`config.mk`:
```
export PLATFORM = sky130hd
export DESIGN_NAME = pipe_stall_ctrl
export DESIGN_NICKNAME = d
export VERILOG_FILES = /design/src/rtl/pipe_stall_ctrl_pkg.sv /design/src/rtl/pipe_stall_ctrl_mc_sequencer.sv /design/src/rtl/pipe_stall_ctrl.sv
export SDC_FILE = /design/constraint.sdc
export NUM_CORES = 1
export LEC_CHECK = 0
export ABC_AREA = 1
export CORE_ASPECT_RATIO = 0.8
export CORE_MARGIN = 5
export CORE_UTILIZATION = 33
export DETAILED_ROUTE_END_ITERATION = 7
export GPL_ROUTABILITY_DRIVEN = 0
export PLACE_DENSITY = 0.8
export SYNTH_ARGS = -nofsm -noshare
export SYNTH_HDL_FRONTEND = slang
export SYNTH_SLANG_ARGS = --single-unit
```
`constraint.sdc`:
```
create_clock -name clk -period 1.1 [get_ports clk]
set_input_delay 0.11 -clock clk [delete_from_list [all_inputs] [get_ports clk]]
set_output_delay 0.11 -clock clk [all_outputs]
set_load 0.03 [all_outputs]
```
`src/rtl/pipe_stall_ctrl_pkg.sv`:
```
// Shared constants for the pipeline stall controller: stall bit indices, stall
// patterns, EX multi-cycle FSM encoding and the legacy stall/reset level macros.
`ifndef PIPE_STALL_CTRL_DEFINES
`define PIPE_STALL_CTRL_DEFINES
`define RstEnable 1'b1
`define Stop      1'b1
`define NoStop    1'b0
`endif

package pipe_stall_ctrl_pkg;

  localparam int STALL_W_DEF = 6;
  localparam int CNT_W_DEF   = 6;
  localparam int PERF_W_DEF  = 32;

  localparam int STALL_PC  = 0;
  localparam int STALL_IF  = 1;
  localparam int STALL_ID  = 2;
  localparam int STALL_EX  = 3;
  localparam int STALL_MEM = 4;
  localparam int STALL_WB  = 5;

  // Mask with every stage from PC up to and including stage idx stopped.
  function automatic logic [STALL_W_DEF-1:0] stall_upto(input int idx);
    logic [STALL_W_DEF-1:0] m;
    m = '0;
    for (int i = STALL_PC; i <= STALL_WB; i++) begin
      if (i <= idx) m[i] = `Stop;
    end
    return m;
  endfunction

  localparam logic [STALL_W_DEF-1:0] STALL_PAT_MEM  = stall_upto(STALL_MEM);
  localparam logic [STALL_W_DEF-1:0] STALL_PAT_EX   = stall_upto(STALL_EX);
  localparam logic [STALL_W_DEF-1:0] STALL_PAT_ID   = stall_upto(STALL_ID);
  localparam logic [STALL_W_DEF-1:0] STALL_PAT_IF   = stall_upto(STALL_IF);
  localparam logic [STALL_W_DEF-1:0] STALL_PAT_NONE = '0;

  typedef enum logic [1:0] {
    MC_IDLE = 2'd0,
    MC_BUSY = 2'd1,
    MC_DONE = 2'd2
  } mc_state_e;

endpackage

```
`src/rtl/pipe_stall_ctrl_mc_sequencer.sv`:
```
// Countdown sequencer for multi-cycle EX operations: an op of N cycles holds
// busy for N cycles starting with the start cycle, then pulses done once.
module mc_sequencer
  import pipe_stall_ctrl_pkg::*;
#(
  parameter int CNT_W = CNT_W_DEF
) (
  input  logic             clk,
  input  logic             rst,
  input  logic             start,
  input  logic [CNT_W-1:0] cycles,
  output logic             busy,
  output logic             done
);

  mc_state_e        state;
  logic [CNT_W-1:0] cnt;

  // NOTE: sequential state uses non-blocking assignments so every flop samples
  // the pre-edge values, independent of statement order.
  always_ff @(posedge clk) begin
    if (rst == `RstEnable) begin
      state <= MC_IDLE;
      cnt   <= '0;
    end else begin
      case (state)
        MC_IDLE: begin
          if (start && cycles >= CNT_W'(2)) begin
            cnt   <= cycles - CNT_W'(1);
            state <= MC_BUSY;
          end else if (start && cycles == CNT_W'(1)) begin
            state <= MC_DONE;
          end
        end
        MC_BUSY: begin
          if (cnt == CNT_W'(1)) state <= MC_DONE;
          else                  cnt   <= cnt - CNT_W'(1);
        end
        MC_DONE: state <= MC_IDLE;
        default: state <= MC_IDLE;
      endcase
    end
  end

  // Busy covers the start cycle itself so EX stalls with zero latency.
  assign busy = (rst != `RstEnable) &&
                ((state == MC_IDLE && start && cycles != '0) || state == MC_BUSY);
  assign done = (rst != `RstEnable) && (state == MC_DONE);

endmodule

```
`src/rtl/pipe_stall_ctrl.sv`:
```
// Pipeline stall controller: deepest-stage-wins merge of IF/ID/MEM requests and
// the EX multi-cycle sequencer. Optional counters enabled by PIPE_STALL_PERF_EN.
module pipe_stall_ctrl
  import pipe_stall_ctrl_pkg::*;
#(
  parameter int STALL_W = STALL_W_DEF,
  parameter int CNT_W   = CNT_W_DEF,
  parameter int PERF_W  = PERF_W_DEF
) (
  input  logic              clk,
  input  logic              rst,
  input  logic              stallreq_from_if,
  input  logic              stallreq_from_id,
  input  logic              stallreq_from_mem,
  input  logic              ex_mc_start,
  input  logic [CNT_W-1:0]  ex_mc_cycles,
  output logic [STALL_W-1:0] stall,
  output logic              ex_mc_busy,
  output logic              ex_mc_done,
  output logic [PERF_W-1:0] perf_stall_cycles,
  output logic [PERF_W-1:0] perf_mc_ops
);

  mc_sequencer #(.CNT_W(CNT_W)) u_mc_sequencer (
    .clk    (clk),
    .rst    (rst),
    .start  (ex_mc_start),
    .cycles (ex_mc_cycles),
    .busy   (ex_mc_busy),
    .done   (ex_mc_done)
  );

  // NOTE: the default assignment first keeps this block free of inferred latches.
  always_comb begin
    stall = {STALL_W{`NoStop}};
    if (rst == `RstEnable)  stall = {STALL_W{`NoStop}};
    else if (stallreq_from_mem) stall = STALL_W'(STALL_PAT_MEM);
    else if (ex_mc_busy)        stall = STALL_W'(STALL_PAT_EX);
    else if (stallreq_from_id)  stall = STALL_W'(STALL_PAT_ID);
    else if (stallreq_from_if)  stall = STALL_W'(STALL_PAT_IF);
  end

`ifdef PIPE_STALL_PERF_EN
  always_ff @(posedge clk) begin
    if (rst == `RstEnable) begin
      perf_stall_cycles <= '0;
      perf_mc_ops       <= '0;
    end else begin
      if (stall != '0) perf_stall_cycles <= perf_stall_cycles + PERF_W'(1);
      if (ex_mc_done)  perf_mc_ops       <= perf_mc_ops + PERF_W'(1);
    end
  end
`else
  assign perf_stall_cycles = '0;
  assign perf_mc_ops       = '0;
`endif

endmodule
```
==> Word-level counts from Yosys, hierarchy flattened <==
Cells that the tools add are included.
Widths: inputs -> output; s select.
{ "word_totals": {"input_bits": 12, "ff_bits": 8} }
{ "classes": {"bitwise": 1, "muxes": 12, "n_reduce_logical": 12, "magnitude_cmp": 1, "add_sub_neg": 2, "n_eq_ne": 8} }
{ "op_table": {"columns": ["cell", "count"], "rows": [
  ["$mux 6", 3],
  ["$eq 6x1->1 const B", 2],
  ["$pmux 6 s2", 1],
  ["$sub 6x1->6 const B", 2],
  ["$mux 2", 4],
  ["$ge 6x2->1 const B", 1],
  ["$logic_and 1x1->1", 6],
  ["$reduce_bool 6->1", 1],
  ["$mux 5", 1],
  ["$mux 4", 1],
  ["$ne 2x1->1 const B", 2],
  ["$pmux 2 s2", 1],
  ["$mux 3", 1],
  ["$ne 3x1->1 const B", 1],
  ["$reduce_and 3->1", 1],
  ["$eq 2x1->1 const B", 1],
  ["$eq 2x2->1 const B", 1],
  ["$logic_not 2->1", 1],
  ["$ne 2x2->1 const B", 1],
  ["$reduce_and 2->1", 1],
  ["$reduce_bool 2->1", 1],
  ["$logic_or 1x1->1", 1],
  ["$not 1->1", 1]
]} }

==> Depth between registers and ports, before layout <==
{ "depth": {"depth_word": 8, "depth_mapped": 10, "mapped_depth_nobuf": 10} }

==> Cells and area by module <==
A second synthesis with hierarchy kept.
{ "hier_totals": {"cells_unflattened": 185, "area_unflattened_um2": 1290.0} }
{ "modules_own_cells": {"columns": ["module", "instances", "cells_each", "area_per_inst_um2"], "rows": [
  ["mc_sequencer", 1, 109, 745.7],
  ["pipe_stall_ctrl", 1, 76, 544.3]
]} }

==> Worst setup path before layout <==
OpenSTA, ideal clock, no wires.
{ "synth_timing": {"path_type": "register -> output", "startpoint": "register u_mc_sequencer.state[0]", "endpoint": "output stall[1]", "path_stages_with_launch": 8, "arrival_ns": 1.293, "path_buffers": 1, "slack_ns": -0.303, "cell_sequence": "dfxtp_1 > or2_4 > nor2_4 > nand2_1 > nand4_1 > nand2_1 > nand2_1 > buf_4"} }
{ "synth_between": {"elab_chain_cells": 8} }
{ "synth_rtl": {"columns": ["item", "line_no", "rtl"], "rows": [
  ["start, declared", "pipe_stall_ctrl_mc_sequencer.sv:16", "mc_state_e state;"],
  ["start signal, assigned", "pipe_stall_ctrl_mc_sequencer.sv:23", "state <= MC_IDLE;"],
  ["start signal, assigned", "pipe_stall_ctrl_mc_sequencer.sv:30", "state <= MC_BUSY;"],
  ["start signal, assigned", "pipe_stall_ctrl_mc_sequencer.sv:32", "state <= MC_DONE;"],
  ["$logic_not 2->1", "pipe_stall_ctrl_mc_sequencer.sv:47", "((state == MC_IDLE && start && cycles != '0) || state == MC_BUSY);"],
  ["$logic_and 1x1->1 (2 in a row)", "pipe_stall_ctrl_mc_sequencer.sv:47", null],
  ["$logic_or 1x1->1 *", "pipe_stall_ctrl_mc_sequencer.sv:47", null],
  ["$logic_and 1x1->1 *", "pipe_stall_ctrl_mc_sequencer.sv:46", "assign busy = (rst != `RstEnable) &&"],
  ["$mux 4 *", "pipe_stall_ctrl.sv:38", "else if (ex_mc_busy) stall = STALL_W'(STALL_PAT_EX);"],
  ["$mux 5 *", "pipe_stall_ctrl.sv:37", "else if (stallreq_from_mem) stall = STALL_W'(STALL_PAT_MEM);"],
  ["$mux 6 *", "pipe_stall_ctrl.sv:36", "if (rst == `RstEnable) stall = {STALL_W{`NoStop}};"],
  ["end, declared", "pipe_stall_ctrl.sv:17", "output logic [STALL_W-1:0] stall,"]
]} }
Mark *: on every way between the ends. The rest lies on a longest branch, timed or not.

==> Worst setup path in the final report <==
{ "layout_timing": {"startpoint": "register u_mc_sequencer.state[1]", "endpoint": "output stall[0]"} }
Same word-level chain as after synthesis.

==> impl_metrics.yaml <==
setup_path:
  crit_arrival_ns: 1.32
  cp_data_required_time_ns: 0.99
  path_common_cell: "nand2_2"
  path_cells: "or2_4 > nor2_4 > nand2_2 > nand4_1 > nand2_2 > nand2_4 > buf_6"
  slowest_delay_ns: 0.32
  critPathCaptureType: "output pin"
  crit_fanout: 2
  crit_path_start_kind: "flop"
  path_class: "flop to output pin"
  cp_slowest_cell: "dfxtp_2"
pwr:
  vdd_drop_max_mv: 0.404
  p_per_area_nw_per_um2: 1270
  p_total_mw: 1.91
  p_seq_share_pct: 20.3
  switching_share_pct: 48.4
  pwr-share-clk_pct: 18.0
  p_sw_mw: 0.926
  pwr-share-comb_pct: 61.7
  p_int_mw: 0.985
  p_leak_nw: 0.827
sta:
  fin_crit_ns: 1.43
  clock_skew_ns: 0.00121
  fin_crit_sh_pct: 130
  hold_viol_final: 0
  rsz0062_at_grt: "yes"
  fmax_mhz: 702
  finalSetupViolations: 14
  fin_ws_ns: -0.325
  drv_slew: 0
finish:
  fin_cells: 269
  drive_above_1_share_pct: 29.3
  final_nets: 245
  antenna_cells: 0
  area_growth_pct: 19.8
grt:
  grt_first_pass_wirelength_um: 3440
  busiest_layer: "met2"
  grt_max_degree: 8
  gr-total-overflow: 0
  grt.met2_usage_pct: 12.3
  globalRouteTotalUtil_pct: 8.39
  grt_pass1_vias: 827
  grt_util_met1_pct: 11.6
  met3_usage_pct: 3.56
  grt_antenna_before_repair: 0
yosys:
  ys_seq_elements: 8
  ys_seq_area_share_pct: 12.8
  avgSynthCellArea_um2: 6.82
  synth_area_um2: 1250
  synthesis.instances: 184
  ys_warn_count: 0
  yosysTopAreaCellShare_pct: 39.5
  netlist_top_cells_area: "buf_4 39%, dfxtp_1 13%, ha_1 6.0%"
  synth.largest_area_cell: "buf_4"
  yosys.cell_types.count: 27
clock_tree:
  htreeDepth: 1
  insertion_delay_ns: 0.22
  cts_root_buf: "clkbuf_8"
  cts_buffer_depth: 2
  cts_tree: "built"
  cts.sinks: 8
  path_clk_slew_ns: 0.04
  numCtsBuffers: 3
job:
  drv_cap: 0
detailed_routing:
  ant_nets: 0
  drt_iter0_markers: 45
  drt_wl_total_um: 2450
  post_drt_wl_per_cell_um: 9.12
  via_per_inst: 3.82
  dr_total_vias: 1027
  drcViolationCount: 0
  dr.pass1.iters: 2
placed_design:
  post-dp-hpwl_um: 2130
  placed_cells: 265
  port_buffers: 18
outcome:
  violations: "negative setup slack"
  run_status: "finished with violations"
floorplanning:
  dieHeight_um: 65.2
  die-area_um2: 5140
  fp-row-count: 20
  die_w_um: 78.9
  start_util_pct: 33.7
  core_area_um2: 3730
  io_pins: 84
min_path:
  hp-class: "input port to flop"
-- cells in the mapped netlist --
cell type	instances
nor2_2	6
o21ai_1	4
clkinv_1	1
xnor2_1	1
inv_6	1
nor3_1	1
o21ai_0	5
nand2_2	3
nand4_1	3
conb_1	1
mux2i_1	1
nor2_4	2
or2_4	1
dfxtp_1	8
a21oi_1	2
nor2_1	18
inv_1	10
nand2_4	2
nand3_2	1
inv_2	5
nand2_1	20
nand3_1	12
nand3b_1	2
buf_4	66
a21oi_2	1
ha_1	6
o21bai_1	1
-- power by group through the flow --
stage               Clock [mW]  Sequential, mW  Combinational [mW]
floorplan                    0           0.394               0.980
global placement             0           0.389                1.09
detailed placement           0           0.391                1.10
CTS                      0.358           0.387                1.14
global route             0.371           0.397                1.28
finish                   0.344           0.388                1.18
-- timing repair --
action | in CTS | in global routing
endpoints found under the setup margin | 15 | 14
hold buffers | 0 | 0
resized for setup | 10 | 11
setup buffers | 1 | 0
pin swaps | 5 | 6
-- cells by family (layout without fill, tap and decap cells) --
family / count (synthesis) / count (layout) / synth area share [%]
buffers and inverters: 83 / 60 / 45.0
AND/OR/NAND/NOR: 71 / 71 / 28.8
AO/OA/AOI/OAI: 13 / 13 / 5.68
flip-flops: 8 / 8 / 12.8
adder cells (fa/ha/maj): 6 / 6 / 5.98
other: 1 / 65 / 0.299
XOR/XNOR: 1 / 1 / 0.698
multiplexers: 1 / 1 / 0.798
-- area by class of cell --
| type | count | area (µm²) |
|---|---|---|
| Clock buffer | 3 | 41.3 |
| Fill cell | 403 | 2220 |
| Inverter | 17 | 71.3 |
| Multi-Input combinational cell | 157 | 817 |
| Sequential cell | 8 | 161 |
| Tap cell | 44 | 55.1 |
| Timing Repair Buffer | 40 | 358 |
-- final timing paths --
kind / start / endpoint / cells after the start / slack (ns)
max: u_mc_sequencer.state[1]$_SDFFE_PP0P_ / stall[0] / 7 / -0.33
min: rst / u_mc_sequencer.state[0]$_SDFFE_PP0P_ / 3 / 0.38
max reg2reg: u_mc_sequencer.state[1]$_SDFFE_PP0P_ / u_mc_sequencer.cnt[1]$_SDFFE_PP0P_ / 8 / -0.20
min reg2reg: u_mc_sequencer.state[1]$_SDFFE_PP0P_ / u_mc_sequencer.state[1]$_SDFFE_PP0P_ / 4 / 0.62
-- state kept, by name, summed over array words and instances, names as in the netlist --
signal,count
u_mc_sequencer.cnt,6
u_mc_sequencer.state,2
-- cells in the final DEF, fill, tap and decap left out, types with 2 or more instances in the layout --
cell type and n:
nand2_4 3, clkdlybuf4s50_1 7, nand3_2 2, nor2_4 5, dfxtp_1 7, inv_1 8, clkbuf_8 3, conb_1 65
buf_6 5, dlygate4sd2_1 3, nand4_1 3, o21ai_0 4, nand2_2 6, ha_1 5, nor2_1 16, nand3_1 11
nor2_2 5, nand2_1 16, nand3b_1 2, o21ai_1 4, a21oi_1 2, buf_4 23, inv_2 7
-- metal layers --
layer,vias to the layer above,share of wire (%),routed length (µm)
met5,-,0,0
met4,0,0.69,17
met3,2,7.4,182
met2,38,49,1190
met1,457,43,1060
li1,530,-,-
-- worst max-delay path: cells and delay by family (launching register included) --
family | cells | cell delay, ns
and+or+nand+nor | 6 | 0.64
DFF | 1 | 0.32
buffers and inverters | 1 | 0.12
-- through the flow --
stage / hold slack, ns / setup WS, ns / cell area, µm² / TNS, ns / util [%]
2_1_floorplan: 0.182 / -0.125 / 1520 / -0.233 / -
3_3_place_gp: 0.615 / -0.517 / 1400 / -6.00 / 37.7
3_5_place_dp: 0.627 / -0.525 / 1400 / -6.25 / 37.7
4_1_cts: 0.368 / -0.345 / 1480 / -2.93 / 39.6
5_1_grt: 0.394 / -0.393 / 1500 / -3.77 / 40.3
6_report: 0.377 / -0.325 / 1500 / -2.86 / 40.3
(Power assumes the default switching activity.)
